--- config.mk ---
export PLATFORM = sky130hd
export DESIGN_NAME = spike_window_counter
export DESIGN_NICKNAME = d
export VERILOG_FILES = /design/src/rtl/neuron_pkg.sv /design/src/rtl/spike_out_slot.sv /design/src/rtl/spike_window_counter.sv
export SDC_FILE = /design/constraint.sdc
export NUM_CORES = 1
export LEC_CHECK = 0
export ABC_AREA = 1
export CAP_MARGIN = 5
export CELL_PAD_IN_SITES_DETAIL_PLACEMENT = 1
export CELL_PAD_IN_SITES_GLOBAL_PLACEMENT = 1
export CORE_MARGIN = 2
export CORE_UTILIZATION = 34
export DETAILED_ROUTE_END_ITERATION = 10
export PLACE_DENSITY = 0.78
export REMOVE_ABC_BUFFERS = 1
export SLEW_MARGIN = 20
export SYNTH_ARGS = -nofsm -noshare
export SYNTH_HDL_FRONTEND = slang
export SYNTH_HIERARCHICAL = 1
export SYNTH_SLANG_ARGS = --single-unit
--- constraint.sdc ---
create_clock -name clk -period 1.3 [get_ports clk]
set_clock_uncertainty 0.1 [all_clocks]
set_input_delay 0.39 -clock clk [delete_from_list [all_inputs] [get_ports clk]]
set_output_delay 0.39 -clock clk [all_outputs]
set_load 0.02 [all_outputs]
--- src/rtl/neuron_pkg.sv ---
// Shared definitions for the neuron readout stages: default window shape and
// the state type for the one-entry output slot.
package neuron_pkg;

    localparam int WINDOW_DEFAULT = 16;
    localparam int THRESH_DEFAULT = 8;

    typedef enum logic [0:0] {
        SLOT_EMPTY = 1'b0,
        SLOT_FULL  = 1'b1
    } slot_state_e;

endpackage

--- src/rtl/spike_out_slot.sv ---
// One-entry valid/ready result register. Loads never stall the producer: a load
// into a full slot without a handshake is dropped and flagged as overrun.
//
//   state      | meaning
//   SLOT_EMPTY | no result held, valid_o=0
//   SLOT_FULL  | result held and stable until the consumer takes it, valid_o=1
module spike_out_slot
    import neuron_pkg::*;
#(
    parameter int CW = 5
) (
    input  logic          clk,
    input  logic          rst,
    input  logic          load_i,
    input  logic [CW-1:0] count_i,
    input  logic          fire_i,
    input  logic          ready_i,
    input  logic          clear_ovr_i,
    output logic [CW-1:0] count_o,
    output logic          fire_o,
    output logic          valid_o,
    output logic          overrun_o
);

    slot_state_e   state_q, state_d;
    logic [CW-1:0] count_q, count_d;
    logic          fire_q, fire_d;
    logic          ovr_q, ovr_d;

    always_comb begin
        state_d = state_q;
        count_d = count_q;
        fire_d  = fire_q;
        ovr_d   = ovr_q;
        case (state_q)
            SLOT_EMPTY: begin
                if (load_i) begin
                    state_d = SLOT_FULL;
                    count_d = count_i;
                    fire_d  = fire_i;
                end
            end
            SLOT_FULL: begin
                // A handshake frees the entry in the same edge a new result arrives.
                if (load_i && ready_i) begin
                    count_d = count_i;
                    fire_d  = fire_i;
                end else if (load_i) begin
                    ovr_d = 1'b1;
                end else if (ready_i) begin
                    state_d = SLOT_EMPTY;
                end
            end
            default: state_d = SLOT_EMPTY;
        endcase
        if (clear_ovr_i) begin
            ovr_d = 1'b0;
        end
    end

    always_ff @(posedge clk or posedge rst) begin
        if (rst) begin
            state_q <= SLOT_EMPTY;
            count_q <= '0;
            fire_q  <= 1'b0;
            ovr_q   <= 1'b0;
        end else begin
            state_q <= state_d;
            count_q <= count_d;
            fire_q  <= fire_d;
            ovr_q   <= ovr_d;
        end
    end

    assign count_o   = count_q;
    assign fire_o    = fire_q;
    assign valid_o   = (state_q == SLOT_FULL);
    assign overrun_o = ovr_q;

endmodule

--- src/rtl/spike_window_counter.sv ---
// Counts spikes over windows of WINDOW enabled samples and hands each window's
// count and fire decision to a one-entry output slot.
module spike_window_counter
    import neuron_pkg::*;
#(
    parameter  int WINDOW = WINDOW_DEFAULT,
    parameter  int THRESH = THRESH_DEFAULT,
    localparam int CW     = $clog2(WINDOW + 1)
) (
    input  logic          clk,
    input  logic          rst,
    input  logic          en,
    input  logic          spike_in,
    input  logic          clear,
    output logic [CW-1:0] out_count,
    output logic          out_fire,
    output logic          out_valid,
    input  logic          out_ready,
    output logic          overrun
);

    localparam int IW = $clog2(WINDOW);

    logic [IW-1:0] idx_q, idx_d;
    logic [CW-1:0] acc_q, acc_d;
    logic [CW-1:0] sum;
    logic          last;
    logic          complete;
    logic          fire;

    assign sum      = acc_q + CW'(spike_in);
    assign last     = (idx_q == IW'(WINDOW - 1));
    assign complete = en && !clear && last;
    assign fire     = (sum >= CW'(THRESH));

    // The closing sample restarts the window in the same edge, so no sample is lost.
    always_comb begin
        idx_d = idx_q;
        acc_d = acc_q;
        if (clear) begin
            idx_d = '0;
            acc_d = '0;
        end else if (en) begin
            if (last) begin
                idx_d = '0;
                acc_d = '0;
            end else begin
                idx_d = idx_q + IW'(1);
                acc_d = sum;
            end
        end
    end

    always_ff @(posedge clk or posedge rst) begin
        if (rst) begin
            idx_q <= '0;
            acc_q <= '0;
        end else begin
            idx_q <= idx_d;
            acc_q <= acc_d;
        end
    end

    spike_out_slot #(
        .CW (CW)
    ) u_slot (
        .clk         (clk),
        .rst         (rst),
        .load_i      (complete),
        .count_i     (sum),
        .fire_i      (fire),
        .ready_i     (out_ready),
        .clear_ovr_i (clear),
        .count_o     (out_count),
        .fire_o      (out_fire),
        .valid_o     (out_valid),
        .overrun_o   (overrun)
    );

endmodule
==> flow_summary.yaml, run 1 <==
finish:
  multiInputGateArea_um2: 463
  flow.area_growth_from_synthesis_pct: 58.7
  seq_area_um2: 425
  diodes: 0
  post-route-cell-area_um2: 1320
  nFillCells: 275
  final_nets: 149
  drive_gt1_share_pct: 41.0
global_route:
  grt_max_degree: 10
  antenna_found_initial: 0
  grt_usage_pct: 20.3
  gr-total-overflow: 0
  first_global_vias: 930
  grt_pass1_wl_um: 4040
sta:
  rsz0062_at_grt: "yes"
  setup_tns_ns: -0.903
  worstMarginPinSlew_ns: 0.369
  slew_violations: 0
  setup_ws_ns: -0.105
  whs_ns: 0.257
  relSlewSlack_pct: 75.4
  finalCritPeriodShare_pct: 108
  setup_viol: 15
  period_needed_ns: 1.40
  hold_violations: 0
  max_freq_mhz: 712
die:
  dieArea_um2: 2850
  die_y_um: 53.4
  design.core.area_um2: 2250
  rows: 17
  start_util_pct: 36.8
  ios: 14
  fp.dieW_um: 53.4
cts:
  cts_tree: "done"
  clock_path_buffers: 2
  cts_made_buffers: 3
  clock_sinks: 17
  path_clk_slew_ns: 0.10
  clock_latency_ns: 0.30
  cts_hold_buffers: 0
  h-tree-depth: 1
  clockRootBuffer: "clkbuf_4"
route:
  drc_errors: 0
  wl_per_cell_um: 14.9
  initialDrtViolationCount: 5
  viasPerCell: 4.92
  ant_nets: 0
  drtPass1Iterations: 3
  wl_um: 2490
  via_count: 821
placed_design:
  port-buffer-count: 13
  pre_cts_ws_ns: -0.586
  gp_congestion: 0.741
  dpl_cell_area_um2: 1110
  dp_hpwl_um: 1690
logic_synthesis:
  post-synth-top-count-cell: "nand2_1"
  ys_seq_area_share_pct: 51.2
  synth-async-reset-ratio_pct: 100
  synthFlopType: "dfrtp_1"
  yosys_register_bits: 17
  synth.area.top_cells: "dfrtp_1, nand2_1, nand3_1, ha_1, inv_1"
  ys_types: 18
  synth_common_cells: "nand2_1, dfrtp_1, nand3_1"
  synth_area_um2: 831
  synth_edf_count: 0
  syn_area_per_cell_um2: 8.48
  synth_top_area_share_pct: 51.2
  synthCells: 98
  yosys_warnings: 6
  synth_top_cell_by_area: "dfrtp_1"
pwr:
  vdd_drop_max_uv: 391
  power.total_uw: 978
  p_leak_uw: 0.000692
  power_density_nw_per_um2: 742
worst_setup_path:
  ff2ff_path_depth: 7
  worst-setup-path-type: "register to register"
  arrival_ns: 1.50
  r2r_slack_ns: -0.10
  endpoint_kind: "register"
  crit_fanout: 6
  start_kind: "register"
  crit_required_ns: 1.40
outcome:
  violations: "negative setup slack"
  outcome: "complete, but fails checks"
run:
  max_cap_violations: 0
min_path:
  hp-class: "input port to async pin"
[worst max-delay path: stages, from the launching register on]
cell and delay (ns):
dfrtp_1 0.41, ha_4 0.16, nand3_4 0.08, nor3_4 0.19, buf_6 0.17, nand2_8 0.07
nand2_1 0.06, nand2_1 0.05
[cells by family after synthesis]
| logic type | synth area share, % |
|---|---|
| simple gates | 34.5 |
| flops | 51.2 |
| buf+inv | 5.87 |
| compound gates | 2.86 |
| fa+ha+maj | 4.52 |
| xor+xnor | 1.05 |
[flip-flops by register name, indices dropped and copies added (netlist names)]
name	cells
acc_q	5
u_slot/count_o	5
idx_q	4
u_slot/fire_o	1
u_slot/overrun_o	1
u_slot/valid_o	1
[metal layers]
metal / wire length [µm] / global-route usage [%]
met1: 849 / 18.7
met2: 1490 / 39.9
met3: 67 / 3.11
met4: 83 / 12.8
met5: 0 / 0
[layout by cell type, fill, tap and decap left out, drive strengths merged]
master         count
nor3               1
nand2             42
xor2               1
clkbuf             4
ha                 3
a22o               1
dlygate4sd2        3
nor2               3
dfrtp             17
o21ai              2
nand3             12
buf               33
nand4              4
clkdlybuf4s50      2
inv               10
a21oi              1
[final timing paths]
kind                                                       to                          start
worst max-delay path                u_slot/fire_o$_DFFE_PP0P_           idx_q[1]$_DFFE_PP0P_
worst min-delay path             u_slot/overrun_o$_DFFE_PP0P_                            rst
worst max register to register      u_slot/fire_o$_DFFE_PP0P_           idx_q[1]$_DFFE_PP0P_
worst min register to register  u_slot/count_o[4]$_DFFE_PP0P_  u_slot/count_o[4]$_DFFE_PP0P_
max in group asynchronous                acc_q[4]$_DFFE_PP0P_                            rst
min in group clk                u_slot/count_o[4]$_DFFE_PP0P_  u_slot/count_o[4]$_DFFE_PP0P_
[through the flow]
step                      utilization [%]  cells
after CTS                            54.2    165
after global routing                 58.5    167
after floorplan                         -     97
after global placement               49.3    155
after detailed placement             49.3    155
final                                58.5    167
[power breakdown]
part	total, µW	switching, µW	internal (µW)
clock network	299	179	120
logic	130	64.2	65.3
registers	549	10.8	539
total	978	254	724
[what timing repair did]
item / CTS / global route
buffers inserted: 5 / 2
endpoints found under the hold margin: 0 / 0
endpoints found under the setup margin: 22 / 22
pin swaps: 7 / 9
resized for setup: 59 / 17
gates cloned: 1 / 0
[area by class of cell]
| cell class | instances | share of cell area, % |
|---|---|---|
| Clock buffer | 4 | 1.99 |
| Inverter | 10 | 3.04 |
| Multi-Input combinational cell | 70 | 35.1 |
| Sequential cell | 17 | 32.3 |
| Tap cell | 28 | 2.66 |
| Timing Repair Buffer | 38 | 25.0 |
Power figures use the tool's default switching activity.
==> run 2, diff against run 1 <==
--- a/config.mk
+++ b/config.mk
@@ -12,10 +12,9 @@
 export CORE_MARGIN = 2
 export CORE_UTILIZATION = 34
 export DETAILED_ROUTE_END_ITERATION = 10
-export PLACE_DENSITY = 0.78
+export PLACE_DENSITY = 0.77
 export REMOVE_ABC_BUFFERS = 1
 export SLEW_MARGIN = 20
 export SYNTH_ARGS = -nofsm -noshare
 export SYNTH_HDL_FRONTEND = slang
-export SYNTH_HIERARCHICAL = 1
 export SYNTH_SLANG_ARGS = --single-unit
==> run 2 against run 1 <==
  * The run still ends with negative setup slack left
  * Hold slack improved by 0.039 ns
  * Non-clock buffer count fell by 4
  * Global-route usage fell by 0.74 points
  * Sequential cell count did not move
  * First-iteration DRC count rose by 60%
  * Worst setup slack improved by 0.019 ns
  * Critical endpoint is now u_slot.fire_o$_DFFE_PP0P_
==> flow_summary.yaml, run 2 <==
outcome:
  outcome: "complete, but fails checks"
  violations: "negative setup slack"
logic_synthesis:
  post-synth-top-count-cell: "nand2_1"
  synth_common_cells: "nand2_1, dfrtp_1, inv_1"
  syn_area_per_cell_um2: 8.97
  synthFlopType: "dfrtp_1"
  ys_seq_area_share_pct: 53.3
  synth_top_area_share_pct: 53.3
  synth_top_cell_by_area: "dfrtp_1"
  synth-async-reset-ratio_pct: 100
  yosys_register_bits: 17
  yosys_warnings: 0
  synthCells: 89
  ys_types: 15
  synth_area_um2: 798
  synth.area.top_cells: "dfrtp_1, nand2_1, o21ai_2, nand3_1, ha_1"
  synth_edf_count: 0
die:
  design.core.area_um2: 2210
  dieArea_um2: 2750
  start_util_pct: 36.1
  rows: 17
  ios: 14
  die_y_um: 52.5
  fp.dieW_um: 52.5
pwr:
  power.total_uw: 1110
  p_leak_uw: 0.000604
  vdd_drop_max_uv: 753
  power_density_nw_per_um2: 865
route:
  via_count: 786
  viasPerCell: 5.10
  initialDrtViolationCount: 8
  wl_um: 2470
  wl_per_cell_um: 16.0
  ant_nets: 0
  drc_errors: 0
  drtPass1Iterations: 4
worst_setup_path:
  worst-setup-path-type: "register to register"
  arrival_ns: 1.48
  r2r_slack_ns: -0.09
  start_kind: "register"
  endpoint_kind: "register"
  crit_fanout: 3
  crit_required_ns: 1.40
cts:
  cts_tree: "done"
  clockRootBuffer: "clkbuf_4"
  h-tree-depth: 1
  cts_made_buffers: 3
  clock_path_buffers: 2
  clock_latency_ns: 0.29
  cts_hold_buffers: 0
  path_clk_slew_ns: 0.10
  clock_sinks: 17
global_route:
  gr-total-overflow: 0
  first_global_vias: 830
  grt_usage_pct: 19.5
  grt_max_degree: 18
  grt_pass1_wl_um: 3800
  antenna_found_initial: 0
finish:
  final_common_cell: "buf_4"
  layout_common_cells: "buf_4, dfrtp_1, nand2_1"
  final_nets: 136
  diodes: 0
  flow.area_growth_from_synthesis_pct: 60.5
  drive_gt1_share_pct: 48.4
sta:
  setup_viol: 16
  hold_violations: 0
  worstMarginPinSlew_ns: 0.319
  finalCritPeriodShare_pct: 107
  relSlewSlack_pct: 78.7
  rsz0062_at_grt: "yes"
  setup_ws_ns: -0.0854
  setup_tns_ns: -0.620
  slew_violations: 0
  max_freq_mhz: 722
  period_needed_ns: 1.39
min_path:
  hp-class: "input port to async pin"
placed_design:
  port-buffer-count: 13
  dp_hpwl_um: 1460
  gp_congestion: 0.750
run:
  max_cap_violations: 0
==> run 2: path summary, 6_finish.rpt <==
path                                                     from                            end  cells after the start
worst max-delay path                     acc_q[0]$_DFFE_PP0P_      u_slot.fire_o$_DFFE_PP0P_                      8
worst min-delay path                                      rst           acc_q[2]$_DFFE_PP0P_                      3
worst max register to register           acc_q[0]$_DFFE_PP0P_      u_slot.fire_o$_DFFE_PP0P_                      8
worst min register to register  u_slot.count_o[3]$_DFFE_PP0P_  u_slot.count_o[3]$_DFFE_PP0P_                      2
max in group asynchronous                                 rst           acc_q[4]$_DFFE_PP0P_                      3
min in group clk                u_slot.count_o[3]$_DFFE_PP0P_  u_slot.count_o[3]$_DFFE_PP0P_                      2
==> run 2: what timing repair did <==
item / CTS / global route
pin swaps: 9 / 5
gates resized for setup: 70 / 10
buffers inserted: 1 / 4
endpoints found under the hold margin: 0 / 0
endpoints found under the setup margin: 22 / 21
==> run 2: metal layers <==
layer | share of wire, % | GRT usage (%) | wire length, µm | vias to the layer above
met1 | 35 | 20.6 | 865 | 391
met5 | 0 | 0 | 0 | -
li1 | - | - | - | 366
met2 | 60 | 38.5 | 1480 | 21
met3 | 2.4 | 2.00 | 59 | 8
met4 | 2.5 | 7.69 | 61 | 0
==> run 2: per-stage QoR <==
| stage | utilization [%] | hold WS (ns) | instance area [µm²] | std cells | setup WS (ns) |
|---|---|---|---|---|---|
| 5_1_grt | 57.9 | 0.310 | 1280 | 154 | -0.185 |
| 3_5_place_dp | 49.6 | 0.373 | 1100 | 145 | -0.592 |
| 2_1_floorplan | - | 0.216 | 787 | 88 | -0.141 |
| 6_report | 57.9 | 0.296 | 1280 | 154 | -0.0854 |
| 4_1_cts | 55.2 | 0.305 | 1220 | 150 | -0.0624 |
| 3_3_place_gp | 49.6 | 0.365 | 1100 | 145 | -0.532 |
==> run 2: worst max-delay path, stage by stage (launching register included) <==
cell and delay, ns:
dfrtp_1 0.43, ha_4 0.19, ha_4 0.17, nand3_2 0.07, nand2_2 0.06, nand2_2 0.10
nand2_1 0.06, nand2_1 0.05, nand2_1 0.04
==> run 2: logic make-up after synthesis <==
family / synth area share [%]
AND/OR/NAND/NOR: 21.3
XOR/XNOR: 1.10
flip-flops: 53.3
AO/OA/AOI/OAI: 12.5
buffers and inverters: 7.05
adder cells (fa/ha/maj): 4.70
==> run 2: power breakdown <==
part           leakage (µW)  internal, µW  total, µW  switching [µW]
Clock             0.0000150           120        288             169
Sequential         0.000233           561        588            27.2
Combinational      0.000357           118        232             114
==> run 2: layout make-up <==
type,count,area (µm²)
clock buffer,4,26.3
sequential,17,425
fill,256,931
multi-input combinational,59,430
tap,28,35.0
timing repair buffer,34,319
inverter,12,45.0
